<file path="config.mk">
export PLATFORM = sky130hd
export DESIGN_NAME = l2_bus_arbiter
export DESIGN_NICKNAME = d
export VERILOG_FILES = /design/src/rtl/l2_bus_arbiter.sv
export SDC_FILE = /design/constraint.sdc
export NUM_CORES = 1
export LEC_CHECK = 0
export ABC_AREA = 1
export BUFFER_PORTS_ARGS = -buffer_cell sky130_fd_sc_hd__buf_4
export CAP_MARGIN = 25
export CORE_ASPECT_RATIO = 0.5
export CORE_MARGIN = 5
export CORE_UTILIZATION = 46
export CTS_BUF_LIST = sky130_fd_sc_hd__clkbuf_4 sky130_fd_sc_hd__clkbuf_8 sky130_fd_sc_hd__clkbuf_16
export DETAILED_ROUTE_END_ITERATION = 8
export PLACE_DENSITY = 0.82
export RECOVER_POWER = 100
export SYNTH_ARGS = -nofsm -noshare
export SYNTH_HDL_FRONTEND = slang
export SYNTH_SLANG_ARGS = --single-unit
</file>
<file path="constraint.sdc">
create_clock -name clk -period 3.4 [get_ports clk]
set_input_delay 0.51 -clock clk [delete_from_list [all_inputs] [get_ports clk]]
set_output_delay 0.51 -clock clk [all_outputs]
set_load 0.005 [all_outputs]
</file>
<file path="src/rtl/l2_bus_arbiter.sv">
// Two-core arbiter in front of the L2 bus: grants one L1 request at a time, sequences L2 miss fills from dmem.
// Optional ARB_ROUND_ROBIN_EN selects round-robin tie-breaking; otherwise core0 has fixed priority.
module l2_bus_arbiter #(
  parameter int MISS_LATENCY = 2
) (
  input  logic        clk,
  input  logic        reset,
  input  logic        core0_req,
  input  logic        core1_req,
  input  logic [6:0]  core0_opcode,
  input  logic [6:0]  core1_opcode,
  input  logic [31:0] core0_addr,
  input  logic [31:0] core1_addr,
  input  logic [31:0] core0_wdata,
  input  logic [31:0] core1_wdata,
  output logic        core0_ack,
  output logic        core1_ack,
  output logic [31:0] core0_rdata,
  output logic [31:0] core1_rdata,
  output logic [1:0]  grant,
  output logic [6:0]  l2_opcode_out,
  output logic [31:0] l2_address_out,
  output logic [31:0] l2_data_out,
  input  logic [31:0] l2_data_in,
  input  logic [1:0]  l2_hit_in,
  output logic        dmem_rd_en,
  output logic [31:0] dmem_addr_out,
  input  logic [31:0] dmem_data_in
);

  typedef enum logic [2:0] {
    IDLE  = 3'd0,
    ISSUE = 3'd1,
    MISS  = 3'd2,
    FILL  = 3'd3,
    RESP  = 3'd4
  } state_t;

  localparam logic [6:0] OP_LOAD       = 7'b0000011;
  localparam logic [1:0] L2_HIT        = 2'b10;
  localparam logic [1:0] L2_MISS       = 2'b01;
  localparam logic [3:0] MISS_CNT_INIT = 4'(MISS_LATENCY - 1);

  state_t      state;
  state_t      state_nxt;
  logic        owner;      // 0 = core0, 1 = core1
  logic        win;
  logic        any_req;
  logic [6:0]  op_q;
  logic [31:0] addr_q;
  logic [31:0] wdata_q;
  logic [31:0] rdata_q;
  logic [3:0]  miss_cnt;
  logic        is_load;

`ifdef ARB_ROUND_ROBIN_EN
  logic        last_grant; // 1 = core1 was served last
`endif

  assign any_req = core0_req | core1_req;
  assign is_load = (op_q == OP_LOAD);

  // Winner selection, only meaningful while IDLE with a request pending
  always_comb begin
    win = 1'b0;
`ifdef ARB_ROUND_ROBIN_EN
    if (core0_req && core1_req)
      win = ~last_grant;
    else
      win = ~core0_req;
`else
    win = ~core0_req;
`endif
  end

  always_comb begin
    state_nxt = state;
    case (state)
      IDLE: begin
        if (any_req)
          state_nxt = ISSUE;
      end
      ISSUE: begin
        if (is_load && (l2_hit_in == L2_MISS))
          state_nxt = MISS;
        else
          state_nxt = RESP;
      end
      MISS: begin
        if (miss_cnt == 4'd0)
          state_nxt = FILL;
      end
      FILL:    state_nxt = RESP;
      RESP:    state_nxt = IDLE;
      default: state_nxt = IDLE;
    endcase
  end

  // Bus and core-side outputs decode from the state and the request latch only
  always_comb begin
    grant          = 2'b00;
    l2_opcode_out  = 7'b0;
    l2_address_out = 32'b0;
    l2_data_out    = 32'b0;
    core0_ack      = 1'b0;
    core1_ack      = 1'b0;
    core0_rdata    = 32'b0;
    core1_rdata    = 32'b0;
    if (state != IDLE)
      grant = owner ? 2'b10 : 2'b01;
    case (state)
      ISSUE, FILL: begin
        l2_opcode_out  = op_q;
        l2_address_out = addr_q;
        l2_data_out    = wdata_q;
      end
      RESP: begin
        if (owner) begin
          core1_ack   = 1'b1;
          core1_rdata = rdata_q;
        end else begin
          core0_ack   = 1'b1;
          core0_rdata = rdata_q;
        end
      end
      default: ;
    endcase
  end

  // Request latch: data fields are not reset, they never reach the bus outside ISSUE/FILL
  always_ff @(posedge clk) begin
    if ((state == IDLE) && any_req) begin
      op_q    <= win ? core1_opcode : core0_opcode;
      addr_q  <= win ? core1_addr   : core0_addr;
      wdata_q <= win ? core1_wdata  : core0_wdata;
    end
  end

  always_ff @(posedge clk) begin
    if (reset) begin
      state         <= IDLE;
      owner         <= 1'b0;
      rdata_q       <= 32'b0;
      miss_cnt      <= 4'd0;
      dmem_rd_en    <= 1'b0;
      dmem_addr_out <= 32'b0;
`ifdef ARB_ROUND_ROBIN_EN
      last_grant    <= 1'b1;
`endif
    end else begin
      state <= state_nxt;
      case (state)
        IDLE: begin
          if (any_req)
            owner <= win;
        end
        ISSUE: begin
          rdata_q <= 32'b0;
          if (is_load && (l2_hit_in == L2_HIT)) begin
            rdata_q <= l2_data_in;
          end else if (is_load && (l2_hit_in == L2_MISS)) begin
            miss_cnt      <= MISS_CNT_INIT;
            dmem_rd_en    <= 1'b1;
            dmem_addr_out <= addr_q;
          end
        end
        MISS: begin
          if (miss_cnt != 4'd0)
            miss_cnt <= miss_cnt - 4'd1;
        end
        FILL: begin
          rdata_q       <= dmem_data_in;
          dmem_rd_en    <= 1'b0;
          dmem_addr_out <= 32'b0;
        end
        RESP: begin
`ifdef ARB_ROUND_ROBIN_EN
          last_grant <= owner;
`endif
        end
        default: ;
      endcase
    end
  end

endmodule

</file>
==> impl_metrics.ini <==
[sta]
max_slew.worst_pin.slew_ps = 1340
hold_violations = 0
period_minus_slack_ps = 2850
setup_tns_ps = 0
maxSlewHeadroom_pct = 10.3
maximum_clock_rate_mhz = 351
finalWorstSetupSlack_ps = 552
report.final.slew_viol_count = 0
finalCritPeriodShare_pct = 83.8
final.setup_skew_ps = 14.8
rsz_0062_raised_after_global_routing = false
report.final.setup_viol = 0

[cells_and_area]
post_route_cells_drive_above_1_share_pct = 28.8
final_area_um2 = 10600
syn_to_final_growth_pct = 48.0
finish.net_count = 1564
antenna_cells = 0
finalCoreUtilization_pct = 69.1

[power_and_ir_drop]
comb_power_share_pct = 14.0
ir_drop_worst_case_vdd_mv = 0.335
power_frac_clock_pct = 42.7
switching_share_of_total_power_pct = 24.0
power_density_over_cell_area_nw_per_um2 = 437
design_power_total_uw = 4650
cellInternalPower_uw = 3530
leakagePower_uw = 0.00523
seq_power_share_pct = 43.4
power_switching_uw = 1120

[setup_path]
critical_path.cell_chain = clkbuf_1 -> o21ai_0 -> inv_1 -> buf_12
worst-path-max-fanout = 41
critical_path.startpoint = core0_req
r2r_setup_slack_ps = 700
r2r_startpoint = state[0]
worstSetupEndpointType = flip-flop
criticalPathCategory = in2reg
required_arrival_time_at_the_worst_endpoint_ps = 3490
critical_path_arrival_ps = 2940
r2r_end = dmem_addr_out[30]
timing.critical_path.slowest_stage_cell = sky130_fd_sc_hd__inv_1
reg2reg_depth = 8
crit_path_start_kind = input port
timing.critical_path.to = op_q[3]
cpPeakStageDelay_ps = 990

[die]
die_h_um = 98.4
fp-row-count = 32
ioPinCount = 384
fp.coreArea_um2 = 15400
floorplan.initialDensity_pct = 46.7
die-area_um2 = 18400
die_width_um = 187

[run]
max_cap_violations = 0

[clocking]
cts-root-buf = sky130_fd_sc_hd__clkbuf_16
cts.hold.buffers_added = 0
cts_repair_resize_count = 0
clk_transition_reported_paths_ps = 60
cts_buffer_depth = 2
worst_skew_pair.late_latency_ps = 410
cts.sink_count = 144
postCtsSetupBuffers = 0
cts_htree_levels = 4
cts_tree = yes
clock_buffer_count_from_cts = 17

[route]
postRouteWirelength_mm = 23.0
drt_drc_violations_left = 0
route.detailed.wl_per_inst_um = 14.7
detailroute.via_count = 7555
postRouteAntennaNets = 0
detailedRoute.firstIterationViolations = 332
viasPerCell = 4.82
drt-pass1-iter-count = 5

[synth]
synth_seq_cells = 144
mappedNetlistArea_um2 = 7180
syn-num-nets = 1216
post_synth.cell_area_avg_um2 = 7.16
yosys_warnings = 0
synth_sequential_area_ratio_pct = 50.0
netlist-cell-type-count = 23
synthCells = 1003

[global_route]
grt_pass1_wl_mm = 35.7
globalRouteTotalUtil_pct = 23.7
globalRouteOverflowTotal = 0
antenna_found_initial = 0
via_count_of_the_first_global_routing_pass = 7284
grt_max_degree = 74

[placed_design]
dp_worst_setup_slack_ps = 1180
placement.cell_area_um2 = 10100
gp_congestion = 0.851
dp_hpwl_mm = 17.2
numPortBuffers = 383

[worst_hold_path]
hold_path.class = in2reg

[status]
outcome = finished, final reports clean
[routing by layer]
layer	global-route usage, %	up-vias	part of all wire [%]
met5	0	-	0
li1	-	3793	-
met4	9.03	0	2.9
met3	4.93	45	5.9
met1	27.1	3436	39
met2	43.9	281	52
[flip-flops by register name, summed over array words and instances, names as in the netlist]
signal         flops
addr_q            32
dmem_addr_out     32
dmem_rd_en         1
miss_cnt           4
op_q               7
owner              1
rdata_q           32
state              3
wdata_q           32
[placed cells by master, fill, tap and decap left out, drive strengths merged, types with 2 or more instances in the layout]
cell type,instances
nand2,335
buf,220
nor2,191
clkbuf,191
inv,127
dfxtp,73
edfxtp,71
nand3,42
o21ai,33
a31oi,32
nand3b,31
a21oi,4
bufinv,4
clkinvlp,3
nor3,2
clkinv,2
[power groups by stage]
stage / logic [uW] / registers (uW) / clock network (uW)
after floorplan: 281 / 2040 / 0
after global placement: 657 / 2050 / 0
after detailed placement: 670 / 2050 / 0
after CTS: 673 / 2020 / 2010
after global routing: 717 / 2030 / 2100
final: 649 / 2020 / 1980
[worst min-delay path by stage]
| stage | startpoint | end | slack, ps | cells after the start |
|---|---|---|---|---|
| 2_1_floorplan | rdata_q[10] | rdata_q[10] | 460 | 2 |
| 6_report | core1_wdata[14] | wdata_q[14] | 360 | 3 |
| 5_1_grt | core1_wdata[5] | wdata_q[5] | 350 | 3 |
| 3_3_place_gp | rdata_q[12] | rdata_q[12] | 480 | 2 |
| 3_5_place_dp | rdata_q[15] | rdata_q[15] | 480 | 2 |
| 4_1_cts | core1_wdata[14] | wdata_q[14] | 350 | 3 |
[logic make-up (layout without fill, tap and decap cells)]
logic type,count (synthesis),after routing,synth area share [%]
simple gates,601,601,34.0
buf+inv,186,547,10.2
flops,144,144,50.0
compound gates,69,69,5.37
xor+xnor,2,2,0.244
fa+ha+maj,1,1,0.174
[cell usage after synthesis (all sizes together)]
cell type  instances  share of area (%)
nand2            335                 18
nor2             191                 10
inv              124                6.5
dfxtp             73                 20
edfxtp            71                 30
clkbuf            46                2.4
nand3             42                3.0
o21ai             33                2.3
a31oi             32                2.8
nand3b            31                3.2
buf               16                1.3
a21oi              4               0.28
nor3               2               0.14
ha                 1               0.17
xnor2              1               0.12
xor2               1               0.12
[layout make-up]
cell class              instances  area (um2)
well taps                     204         255
inverters                     124         465
multi-input cells             673        2860
clock inverters                12         181
fillers                      1275        4740
clock buffers                  20         448
repair buffers                391        2830
flip-flops and latches        144        3590
[critical path, delay by kind of cell]
kind	cells	cell delay, ps
buffers and inverters	3	2100
AOI/OAI and AO/OA	1	320
[metrics by stage]
| stage | instances | hold slack (ps) |
|---|---|---|
| global placement | 1535 | 476 |
| global route | 1568 | 354 |
| detailed placement | 1535 | 480 |
| finish | 1568 | 363 |
| CTS | 1567 | 347 |
| floorplan | 1003 | 464 |
(Power assumes the default switching activity.)
